**config.mk**
```make
export PLATFORM = sky130hd
export DESIGN_NAME = scr1_tapc_mch
export DESIGN_NICKNAME = d
export VERILOG_FILES = /design/src/rtl/scr1_tapc_mch_pkg.sv /design/src/rtl/scr1_tapc_mch_fsm.sv /design/src/rtl/scr1_tapc_mch.sv
export SDC_FILE = /design/constraint.sdc
export NUM_CORES = 1
export LEC_CHECK = 0
export BUFFER_PORTS_ARGS = -buffer_cell sky130_fd_sc_hd__buf_2
export CORE_ASPECT_RATIO = 0.6
export CORE_UTILIZATION = 58
export DETAILED_ROUTE_END_ITERATION = 7
export PLACE_DENSITY = 0.77
export SLEW_MARGIN = 0
export SYNTH_ARGS = -nofsm -noshare
export SYNTH_HDL_FRONTEND = slang
export SYNTH_SLANG_ARGS = --single-unit
```
**constraint.sdc**
```tcl
create_clock -name tapc_tck -period 2 [get_ports tapc_tck]
set_input_delay 0.1 -clock tapc_tck [delete_from_list [all_inputs] [get_ports tapc_tck]]
set_output_delay 0.1 -clock tapc_tck [all_outputs]
set_load 0.02 [all_outputs]
```
**src/rtl/scr1_tapc_mch_pkg.sv**
```systemverilog
// Shared types and constants for the multi-channel JTAG TAP controller.
package scr1_tapc_mch_pkg;

  // IEEE 1149.1 TAP controller states, in the usual SCR1 encoding
  typedef enum logic [3:0] {
    SCR1_TAP_STATE_RESET       = 4'd0,
    SCR1_TAP_STATE_IDLE        = 4'd1,
    SCR1_TAP_STATE_DR_SEL_SCAN = 4'd2,
    SCR1_TAP_STATE_DR_CAPTURE  = 4'd3,
    SCR1_TAP_STATE_DR_SHIFT    = 4'd4,
    SCR1_TAP_STATE_DR_EXIT1    = 4'd5,
    SCR1_TAP_STATE_DR_PAUSE    = 4'd6,
    SCR1_TAP_STATE_DR_EXIT2    = 4'd7,
    SCR1_TAP_STATE_DR_UPDATE   = 4'd8,
    SCR1_TAP_STATE_IR_SEL_SCAN = 4'd9,
    SCR1_TAP_STATE_IR_CAPTURE  = 4'd10,
    SCR1_TAP_STATE_IR_SHIFT    = 4'd11,
    SCR1_TAP_STATE_IR_EXIT1    = 4'd12,
    SCR1_TAP_STATE_IR_PAUSE    = 4'd13,
    SCR1_TAP_STATE_IR_EXIT2    = 4'd14,
    SCR1_TAP_STATE_IR_UPDATE   = 4'd15
  } type_scr1_tap_state_e;

  // Which data register currently sits between TDI and TDO
  typedef enum logic [1:0] {
    TAPC_DR_SEL_BYPASS = 2'd0,
    TAPC_DR_SEL_IDCODE = 2'd1,
    TAPC_DR_SEL_BLD_ID = 2'd2,
    TAPC_DR_SEL_CHAN   = 2'd3
  } type_tapc_dr_sel_e;

  // Built-in instruction codes, counted down from the all-ones code
  localparam int unsigned TAPC_BYPASS_OFS = 0;
  localparam int unsigned TAPC_IDCODE_OFS = 1;
  localparam int unsigned TAPC_BLD_ID_OFS = 2;

  // Built-in data register widths
  localparam int unsigned TAPC_BYPASS_DR_W = 1;
  localparam int unsigned TAPC_IDCODE_DR_W = 32;
  localparam int unsigned TAPC_BLD_ID_DR_W = 32;

  // Default build identifier reported through BLD_ID
  localparam logic [31:0] SCR1_TAPC_MCH_MIMPID = 32'h2201_1200;

  // TDO is only driven while a register is being shifted
  function automatic logic tapc_is_shift_state(input type_scr1_tap_state_e st);
    return (st == SCR1_TAP_STATE_IR_SHIFT) || (st == SCR1_TAP_STATE_DR_SHIFT);
  endfunction

endpackage

```
**src/rtl/scr1_tapc_mch_fsm.sv**
```systemverilog
// 16-state TAP controller: state register and TMS-driven next-state logic.
module scr1_tapc_mch_fsm
  import scr1_tapc_mch_pkg::*;
(
  input  logic       clk,
  input  logic       rst_n,
  input  logic       tms,
  output logic [3:0] state
);

  type_scr1_tap_state_e state_q;
  type_scr1_tap_state_e state_d;

  // State register; reset lands in Test-Logic-Reset
  always_ff @(posedge clk or negedge rst_n) begin
    if (!rst_n) begin
      state_q <= SCR1_TAP_STATE_RESET;
    end else begin
      state_q <= state_d;
    end
  end

  // Standard TMS transition table
  always_comb begin
    state_d = state_q;
    case (state_q)
      SCR1_TAP_STATE_RESET:       state_d = tms ? SCR1_TAP_STATE_RESET       : SCR1_TAP_STATE_IDLE;
      SCR1_TAP_STATE_IDLE:        state_d = tms ? SCR1_TAP_STATE_DR_SEL_SCAN : SCR1_TAP_STATE_IDLE;
      SCR1_TAP_STATE_DR_SEL_SCAN: state_d = tms ? SCR1_TAP_STATE_IR_SEL_SCAN : SCR1_TAP_STATE_DR_CAPTURE;
      SCR1_TAP_STATE_DR_CAPTURE:  state_d = tms ? SCR1_TAP_STATE_DR_EXIT1    : SCR1_TAP_STATE_DR_SHIFT;
      SCR1_TAP_STATE_DR_SHIFT:    state_d = tms ? SCR1_TAP_STATE_DR_EXIT1    : SCR1_TAP_STATE_DR_SHIFT;
      SCR1_TAP_STATE_DR_EXIT1:    state_d = tms ? SCR1_TAP_STATE_DR_UPDATE   : SCR1_TAP_STATE_DR_PAUSE;
      SCR1_TAP_STATE_DR_PAUSE:    state_d = tms ? SCR1_TAP_STATE_DR_EXIT2    : SCR1_TAP_STATE_DR_PAUSE;
      SCR1_TAP_STATE_DR_EXIT2:    state_d = tms ? SCR1_TAP_STATE_DR_UPDATE   : SCR1_TAP_STATE_DR_SHIFT;
      SCR1_TAP_STATE_DR_UPDATE:   state_d = tms ? SCR1_TAP_STATE_DR_SEL_SCAN : SCR1_TAP_STATE_IDLE;
      SCR1_TAP_STATE_IR_SEL_SCAN: state_d = tms ? SCR1_TAP_STATE_RESET       : SCR1_TAP_STATE_IR_CAPTURE;
      SCR1_TAP_STATE_IR_CAPTURE:  state_d = tms ? SCR1_TAP_STATE_IR_EXIT1    : SCR1_TAP_STATE_IR_SHIFT;
      SCR1_TAP_STATE_IR_SHIFT:    state_d = tms ? SCR1_TAP_STATE_IR_EXIT1    : SCR1_TAP_STATE_IR_SHIFT;
      SCR1_TAP_STATE_IR_EXIT1:    state_d = tms ? SCR1_TAP_STATE_IR_UPDATE   : SCR1_TAP_STATE_IR_PAUSE;
      SCR1_TAP_STATE_IR_PAUSE:    state_d = tms ? SCR1_TAP_STATE_IR_EXIT2    : SCR1_TAP_STATE_IR_PAUSE;
      SCR1_TAP_STATE_IR_EXIT2:    state_d = tms ? SCR1_TAP_STATE_IR_UPDATE   : SCR1_TAP_STATE_IR_SHIFT;
      SCR1_TAP_STATE_IR_UPDATE:   state_d = tms ? SCR1_TAP_STATE_DR_SEL_SCAN : SCR1_TAP_STATE_IDLE;
      default:                    state_d = SCR1_TAP_STATE_RESET;
    endcase
  end

  assign state = state_q;

endmodule

```
**src/rtl/scr1_tapc_mch.sv**
```systemverilog
// Multi-channel JTAG TAP controller: IR, built-in DRs (BYPASS/IDCODE/BLD_ID),
// channel decode and the falling-edge TDO path.
module scr1_tapc_mch
  import scr1_tapc_mch_pkg::*;
#(
  parameter int unsigned IR_WIDTH     = 5,
  parameter int unsigned CH_NUM       = 4,
  parameter int unsigned CH_BASE      = 'h03,
  parameter logic [31:0] IDCODE_VALUE = 32'hDEB01001,
  parameter logic [31:0] BLD_ID_VALUE = SCR1_TAPC_MCH_MIMPID
) (
  input  logic              tapc_tck,
  input  logic              tapc_trst_n,
  input  logic              tapc_tms,
  input  logic              tapc_tdi,
  output logic              tapc_tdo,
  output logic              tapc_tdo_en,
  output logic [CH_NUM-1:0] ch_sel,
  output logic              ch_capture,
  output logic              ch_shift,
  output logic              ch_update,
  output logic              ch_tdi,
  input  logic [CH_NUM-1:0] ch_tdo,
  output logic [3:0]        tapc_state
);

  localparam logic [IR_WIDTH-1:0] IR_ALL_ONES = '1;
  localparam logic [IR_WIDTH-1:0] IR_BYPASS   = IR_ALL_ONES - IR_WIDTH'(TAPC_BYPASS_OFS);
  localparam logic [IR_WIDTH-1:0] IR_IDCODE   = IR_ALL_ONES - IR_WIDTH'(TAPC_IDCODE_OFS);
  localparam logic [IR_WIDTH-1:0] IR_BLD_ID   = IR_ALL_ONES - IR_WIDTH'(TAPC_BLD_ID_OFS);
  // Capture pattern: LSB pair 01, everything above zero
  localparam logic [IR_WIDTH-1:0] IR_CAPTURE  = IR_WIDTH'(1);

  logic [3:0]           fsm_state;
  type_scr1_tap_state_e tap_state;

  logic [IR_WIDTH-1:0] ir_shift_q, ir_shift_d;
  logic [IR_WIDTH-1:0] ir_q, ir_d;

  logic [TAPC_BYPASS_DR_W-1:0] bypass_q, bypass_d;
  logic [TAPC_IDCODE_DR_W-1:0] idcode_q, idcode_d;
  logic [TAPC_BLD_ID_DR_W-1:0] bld_id_q, bld_id_d;

  logic [CH_NUM-1:0]  ch_hit;
  logic               ch_any;
  type_tapc_dr_sel_e  dr_sel;

  logic tdo_q, tdo_d;
  logic tdo_en_q, tdo_en_d;

  scr1_tapc_mch_fsm u_fsm (
    .clk   (tapc_tck),
    .rst_n (tapc_trst_n),
    .tms   (tapc_tms),
    .state (fsm_state)
  );

  assign tap_state  = type_scr1_tap_state_e'(fsm_state);
  assign tapc_state = fsm_state;

  // One comparator per channel against its instruction code
  generate
    for (genvar gi = 0; gi < CH_NUM; gi++) begin : g_ch_dec
      assign ch_hit[gi] = (ir_q == IR_WIDTH'(CH_BASE + gi));
    end
  endgenerate

  // Channel selection is masked in Test-Logic-Reset so that entering reset via
  // TMS deselects immediately, before the latched IR has been reloaded.
  assign ch_sel = (tap_state == SCR1_TAP_STATE_RESET) ? '0 : ch_hit;
  assign ch_any = |ch_sel;

  // Channel strobes are pure decodes of the state register so an async reset
  // drops them at once.
  assign ch_capture = ch_any && (tap_state == SCR1_TAP_STATE_DR_CAPTURE);
  assign ch_shift   = ch_any && (tap_state == SCR1_TAP_STATE_DR_SHIFT);
  assign ch_update  = ch_any && (tap_state == SCR1_TAP_STATE_DR_UPDATE);
  assign ch_tdi     = tapc_tdi;

  // Pick the DR that sits on the scan path; unknown codes fall back to BYPASS
  always_comb begin
    dr_sel = TAPC_DR_SEL_BYPASS;
    if (|ch_hit) begin
      dr_sel = TAPC_DR_SEL_CHAN;
    end else if (ir_q == IR_IDCODE) begin
      dr_sel = TAPC_DR_SEL_IDCODE;
    end else if (ir_q == IR_BLD_ID) begin
      dr_sel = TAPC_DR_SEL_BLD_ID;
    end else if (ir_q == IR_BYPASS) begin
      dr_sel = TAPC_DR_SEL_BYPASS;
    end
  end

  // Instruction register: capture/shift chain plus latched instruction
  always_comb begin
    ir_shift_d = ir_shift_q;
    ir_d       = ir_q;
    case (tap_state)
      SCR1_TAP_STATE_RESET: begin
        ir_shift_d = '0;
        ir_d       = IR_IDCODE;
      end
      SCR1_TAP_STATE_IR_CAPTURE: ir_shift_d = IR_CAPTURE;
      SCR1_TAP_STATE_IR_SHIFT:   ir_shift_d = IR_WIDTH'({tapc_tdi, ir_shift_q} >> 1);
      SCR1_TAP_STATE_IR_UPDATE:  ir_d       = ir_shift_q;
      default: ;
    endcase
  end

  // IR flops
  always_ff @(posedge tapc_tck or negedge tapc_trst_n) begin
    if (!tapc_trst_n) begin
      ir_shift_q <= '0;
      ir_q       <= IR_IDCODE;
    end else begin
      ir_shift_q <= ir_shift_d;
      ir_q       <= ir_d;
    end
  end

  // Built-in read-only DRs: capture constant, shift right with TDI into MSB.
  // Pause/Exit states fall through to the hold defaults.
  always_comb begin
    bypass_d = bypass_q;
    idcode_d = idcode_q;
    bld_id_d = bld_id_q;
    case (tap_state)
      SCR1_TAP_STATE_RESET: begin
        bypass_d = '0;
        idcode_d = '0;
        bld_id_d = '0;
      end
      SCR1_TAP_STATE_DR_CAPTURE: begin
        case (dr_sel)
          TAPC_DR_SEL_BYPASS: bypass_d = '0;
          TAPC_DR_SEL_IDCODE: idcode_d = IDCODE_VALUE;
          TAPC_DR_SEL_BLD_ID: bld_id_d = BLD_ID_VALUE;
          default: ;
        endcase
      end
      SCR1_TAP_STATE_DR_SHIFT: begin
        case (dr_sel)
          TAPC_DR_SEL_BYPASS: bypass_d = TAPC_BYPASS_DR_W'({tapc_tdi, bypass_q} >> 1);
          TAPC_DR_SEL_IDCODE: idcode_d = TAPC_IDCODE_DR_W'({tapc_tdi, idcode_q} >> 1);
          TAPC_DR_SEL_BLD_ID: bld_id_d = TAPC_BLD_ID_DR_W'({tapc_tdi, bld_id_q} >> 1);
          default: ;
        endcase
      end
      default: ;
    endcase
  end

  // Built-in DR flops
  always_ff @(posedge tapc_tck or negedge tapc_trst_n) begin
    if (!tapc_trst_n) begin
      bypass_q <= '0;
      idcode_q <= '0;
      bld_id_q <= '0;
    end else begin
      bypass_q <= bypass_d;
      idcode_q <= idcode_d;
      bld_id_q <= bld_id_d;
    end
  end

  // TDO source mux; a selected channel is one-hot so an AND-OR picks its bit
  always_comb begin
    tdo_d    = 1'b0;
    tdo_en_d = tapc_is_shift_state(tap_state);
    if (tap_state == SCR1_TAP_STATE_IR_SHIFT) begin
      tdo_d = ir_shift_q[0];
    end else if (tap_state == SCR1_TAP_STATE_DR_SHIFT) begin
      case (dr_sel)
        TAPC_DR_SEL_IDCODE: tdo_d = idcode_q[0];
        TAPC_DR_SEL_BLD_ID: tdo_d = bld_id_q[0];
        TAPC_DR_SEL_CHAN:   tdo_d = |(ch_tdo & ch_hit);
        default:            tdo_d = bypass_q[0];
      endcase
    end
  end

  // TDO and its enable change on the falling edge, half a cycle after shifting
  always_ff @(negedge tapc_tck or negedge tapc_trst_n) begin
    if (!tapc_trst_n) begin
      tdo_q    <= 1'b0;
      tdo_en_q <= 1'b0;
    end else begin
      tdo_q    <= tdo_d;
      tdo_en_q <= tdo_en_d;
    end
  end

  assign tapc_tdo    = tdo_q;
  assign tapc_tdo_en = tdo_en_q;

endmodule

```
; ---- Yosys cells after proc, flatten, opt, wreduce, memory -nomap -nowiden
; Index checks and enable logic that the tools add are counted.
[op_classes]
muxes = 31
eq_ne = 30
reduce_logical = 18
bitwise = 1
[ops]
columns = op, count
row1 = $pmux 32 s3, 2
row2 = $mux 32, 4
row3 = $pmux 4 s12, 1
row4 = $eq 4x4->1 const B, 8
row5 = $mux 4, 5
row6 = $eq 4x3->1 const B, 4
row7 = $eq 5x3->1 const B, 3
row8 = $pmux 5 s3, 1
row9 = $mux 2, 6
row10 = $ne 2x1->1 const B, 6
row11 = $reduce_or 4->1, 3
row12 = $eq 5x5->1 const B, 2
row13 = $pmux 5 s2, 1
row14 = $reduce_and 3->1, 3
row15 = $eq 4x2->1 const B, 2
row16 = $mux 1, 7
row17 = $mux 3, 2
row18 = $pmux 1 s3, 2
row19 = $reduce_bool 3->1, 2
row20 = $eq 5x2->1 const B, 1
row21 = $and 4x4->4, 1
row22 = $eq 2x2->1 const B, 2
row23 = $eq 4x1->1 const B, 1
row24 = $logic_not 4->1, 1
row25 = 7 further kinds, 10
[totals]
ff_bits = 81
out_inout_bits = 14
in_bits = 8
word_cells = 88

; ---- Longest topological paths before layout
[logic_depth]
depth_word = 8
depth_mapped = 8
depth_no_buf = 5

; ---- By module
; Synthesis repeated with hierarchy kept, for this count alone.
[unflattened]
cells_unflattened = 423
hier_area_um2 = 3887.5
[by_module_without_submodules]
columns = mod, instances, area_each_um2, seq_area_each_um2, cells_each
row1 = scr1_tapc_mch, 1, 3573.4, 1931.9, 386
row2 = scr1_tapc_mch_fsm, 1, 314.1, 100.1, 37

==> PnR_summary.wiki <==
{| class="wikitable"
! Metric !! Value
|-
| Status || finished, violations left
|-
| Violated checks || hold timing, setup timing
|-
| Number of enable-type register cells in the synthesized netlist || 0
|-
| Launching element type of the critical path || flop
|-
| Share of post-route cells with drive strength above 1 || 0.321
|-
| Met2 capacity usage during global routing || 0.398
|-
| Total power of the final layout || 6.13 mW
|-
| Pwr dens || 1380 nW/um2
|-
| Clock tree from TritonCTS || yes
|-
| Kind of critical path || flop to flop
|-
| Net load switching power || 2.32 mW
|-
| Number of max-capacitance violations reported || 0
|-
| Ordered list of cells on the worst path || nor2b_2, a22oi_2, o2bb2ai_1, a222oi_1, o22ai_1
|-
| Reg-to-Reg Start || ir_q[1]
|-
| Part of the total power dissipated in the clock network || 0.199
|-
| Largest net degree at the start of global routing || 80
|-
| Share of synthesized area occupied by flip-flops and latches || 0.569
|-
| Combinational Power Share || 0.463
|-
| CTS Buf Count || 9
|-
| Initial detailed-routing violation count || roughly 260
|-
| Via count of the first global-routing pass || ~2.7k
|-
| Synthesized instance count || 323
|-
| Number of nets in the layout || 380
|-
| Dominant cells by area after synthesis || dfrtp_1 (53%), a22o_1 (13%), o21ai_0 (3.2%)
|-
| Detailed placement HPWL || 5.10 mm
|-
| Overall Global Routing Usage || 0.281
|-
| Row cnt || 21
|-
| Crit-path max FO || 6
|-
| Number of buffers on the longest clock path || 2
|-
| Sequential Power Share || 0.338
|-
| Endpoint arrival time on the critical path || 1790 ps
|-
| Internal cell power || 3.81 mW
|-
| First-pass detailed-route iteration total || 5
|-
| Mean instance size in the synthesized netlist || 11.1 um2
|-
| Tightest Pin Transition || 960 ps
|-
| Final setup margin || -625 ps
|-
| Max Transition Viols Final || 0
|-
| Placer congestion estimate || 0.850
|-
| Wirelength, routed || between 8 and 9 mm
|-
| Starting density of the core || 0.621
|-
| Most used flip-flop cell after synthesis || dfrtp_1
|-
| Endpoint class of the critical path || flop
|-
| IO Port Bufs || 21
|-
| Synthesis Warnings || 0
|-
| Ratio of routed vias to standard cells || around 6
|-
| Antenna diode instance count || 0
|-
| Max transition margin || 0.360
|-
| Number of different library cells in the post-synthesis netlist || 49
|-
| Number of top-level design ports || 22
|-
| Sink Count || 81
|-
| Maximum level of the CTS H-tree || 3
|-
| Number of flip-flops and latches in the synthesized netlist || 81
|-
| Wire length of the first global-routing pass || around 14 mm
|-
| Buffering stage count on the worst path with inverters included || 0
|-
| Clock slew seen by the registers of the worst setup and hold paths || roughly 80 ps
|-
| WP data required || approximately 1200 ps
|-
| Synth Cell Area || roughly 3600 um2
|-
| Cell at the slowest stage of the critical path || dfstp_2
|-
| Die Y-Extent || 62.8 um
|-
| Sw Ratio || 0.378
|-
| Most area-hungry cell type in the Yosys netlist || dfrtp_1
|-
| CP max stage delay || 620 ps
|-
| Top cells by instance count after synthesis || dfrtp_1 (75), a22o_1 (52), nor2_1 (24)
|-
| Synth Net Count || about 330
|-
| Number of setup violations in the final report || 10
|-
| Post-DRT Antenna Nets || 0
|-
| Met1 usage || 0.422
|-
| Top-area cell type share of the netlist area || 0.525
|-
| Width of the die || 103 um
|-
| Total via count after detailed routing || 2,802
|-
| Area grow syn2layout || 24.5%
|-
| Hold WS || -2.32 ps
|-
| LEAKAGE || between 2 and 2.5 nW
|-
| Most frequently used cell type in the post-synthesis netlist || dfrtp_1
|-
| Worst Skew || roughly 16 ps
|-
| Largest delay contributor family on the critical path || compound AO/OA/AOI/OAI gates
|-
| DRC errors left || 0
|-
| Detail-routed net length per standard cell || between 15 and 20 um
|-
| RSZ-0062 raised after global routing || yes
|-
| Filler cells || approximately 360
|-
| Hold WC Path Type || input pin to asynchronous set/reset pin
|-
| Antenna violations before repair || 0
|-
| GRT Residual Overflow || 0
|-
| Final count of hold timing violations || 1
|-
| Async SR Flop Fraction || 1.00
|-
| Maximum vdd drop || 0.000887 V
|-
| Met3 track demand over resource in global routing || 0.0805
|-
| Die area || approximately 6500 um2
|-
| Core region area || around 5800 um2
|-
| Post-CTS Hold Buffers || 0
|-
| Number of cells in the design after placement || between 400 and 500
|-
| Timing startpoint of the critical path || ir_q[1]
|-
| Final cell count without fillers || ~460
|-
| Busiest grt layer || met1
|-
| Root buf cell || clkbuf_8
|-
| Total Neg Setup Slack || -714 ps
|-
| Clock latency at the later pin of the worst-skew pair || 350 ps
|}
==> power groups by stage <==
stage / combinational, mW / sequential [mW] / clock (mW)
3_3_place_gp: 2.14 / 2.06 / 0
5_1_grt: 3.07 / 2.10 / 1.32
4_1_cts: 2.45 / 2.05 / 1.24
2_1_floorplan: 1.48 / 2.11 / 0
6_report: 2.84 / 2.07 / 1.22
3_5_place_dp: 2.19 / 2.08 / 0
==> cells by family (layout without fill, tap and decap cells) <==
family                    Yosys count  in the layout  synth area share
and+or+nand+nor                    73             73            0.0980
buffers and inverters              34             88            0.0494
DFF                                81             81             0.569
xor gates and xnor gates            1              1           0.00245
muxes                               1              1           0.00280
AOI/OAI and AO/OA                 133            133             0.279
==> per-layer routing <==
layer,share of wire,vias to the layer above
li1,-,1299
met1,0.49,1396
met2,0.45,96
met3,0.054,11
met4,0.011,0
met5,0,-
==> cell type report <==
| class | instances | area, um2 | share of cell area |
|---|---|---|---|
| multi-input cells | 208 | 1520 | 0.341 |
| clock inverters | 5 | 63.8 | 0.0143 |
| flip-flops and latches | 81 | 2040 | 0.458 |
| repair buffers | 66 | 564 | 0.127 |
| inverters | 6 | 22.5 | 0.00506 |
| clock buffers | 11 | 141 | 0.0318 |
| well taps | 80 | 100 | 0.0225 |
==> worst reg2reg max path: stages (launching register included) <==
cell       delay (ps)
dfstp_2           620
nor2b_2            90
a22oi_2           190
o2bb2ai_1          80
a222oi_1          360
o22ai_1           110
==> worst paths after layout <==
kind | end | slack [ps] | cells after the start
min in group tapc_tck | bld_id_q[31] | 70 | 2
setup reg to reg | tapc_tdo | -620 | 5
hold / removal | ir_shift_q[3] | -2 | 2
hold reg to reg | idcode_q[21] | 480 | 1
setup / recovery | tapc_tdo | -620 | 5
max in group asynchronous | u_fsm.state[2] | 1300 | 2
==> layout by cell type, fill, tap and decap left out, drive strengths merged, types with 2 or more instances in the layout <==
cell type,instances
nand3,4
a311oi,2
nor3,5
inv,7
dfrtn,2
o22ai,5
o2bb2ai,7
nor2,25
dfrtp,75
buf,64
nand2,19
dfstp,4
nor2b,5
clkbuf,13
a22oi,5
nand2b,5
a22o,52
a21oi,12
and2,2
or2,3
a211oi,3
a21bo,6
clkinv,2
o21ai,29
==> repair_timing <==
action | in CTS | in global routing
setup endpoints to repair | 25 | 30
pin swaps | 6 | 39
gates cloned | 1 | 2
resized for setup | 14 | 23
buffers inserted | 3 | 3
==> state kept, by name, summed over array words and instances (netlist names) <==
signal       cells
tapc_tdo         1
ir_q             5
bypass_q         1
tapc_tdo_en      1
idcode_q        32
ir_shift_q       5
bld_id_q        32
u_fsm.state      4
==> metrics by stage <==
| step | cell area [um2] | worst slack [ps] | util |
|---|---|---|---|
| after floorplan | 3650 | -444 | - |
| after global placement | 3980 | -516 | 0.691 |
| after detailed placement | 3980 | -556 | 0.691 |
| after CTS | 4300 | -606 | 0.747 |
| after global routing | 4450 | -685 | 0.773 |
| final | 4450 | -625 | 0.773 |
(Power assumes the default switching activity.)
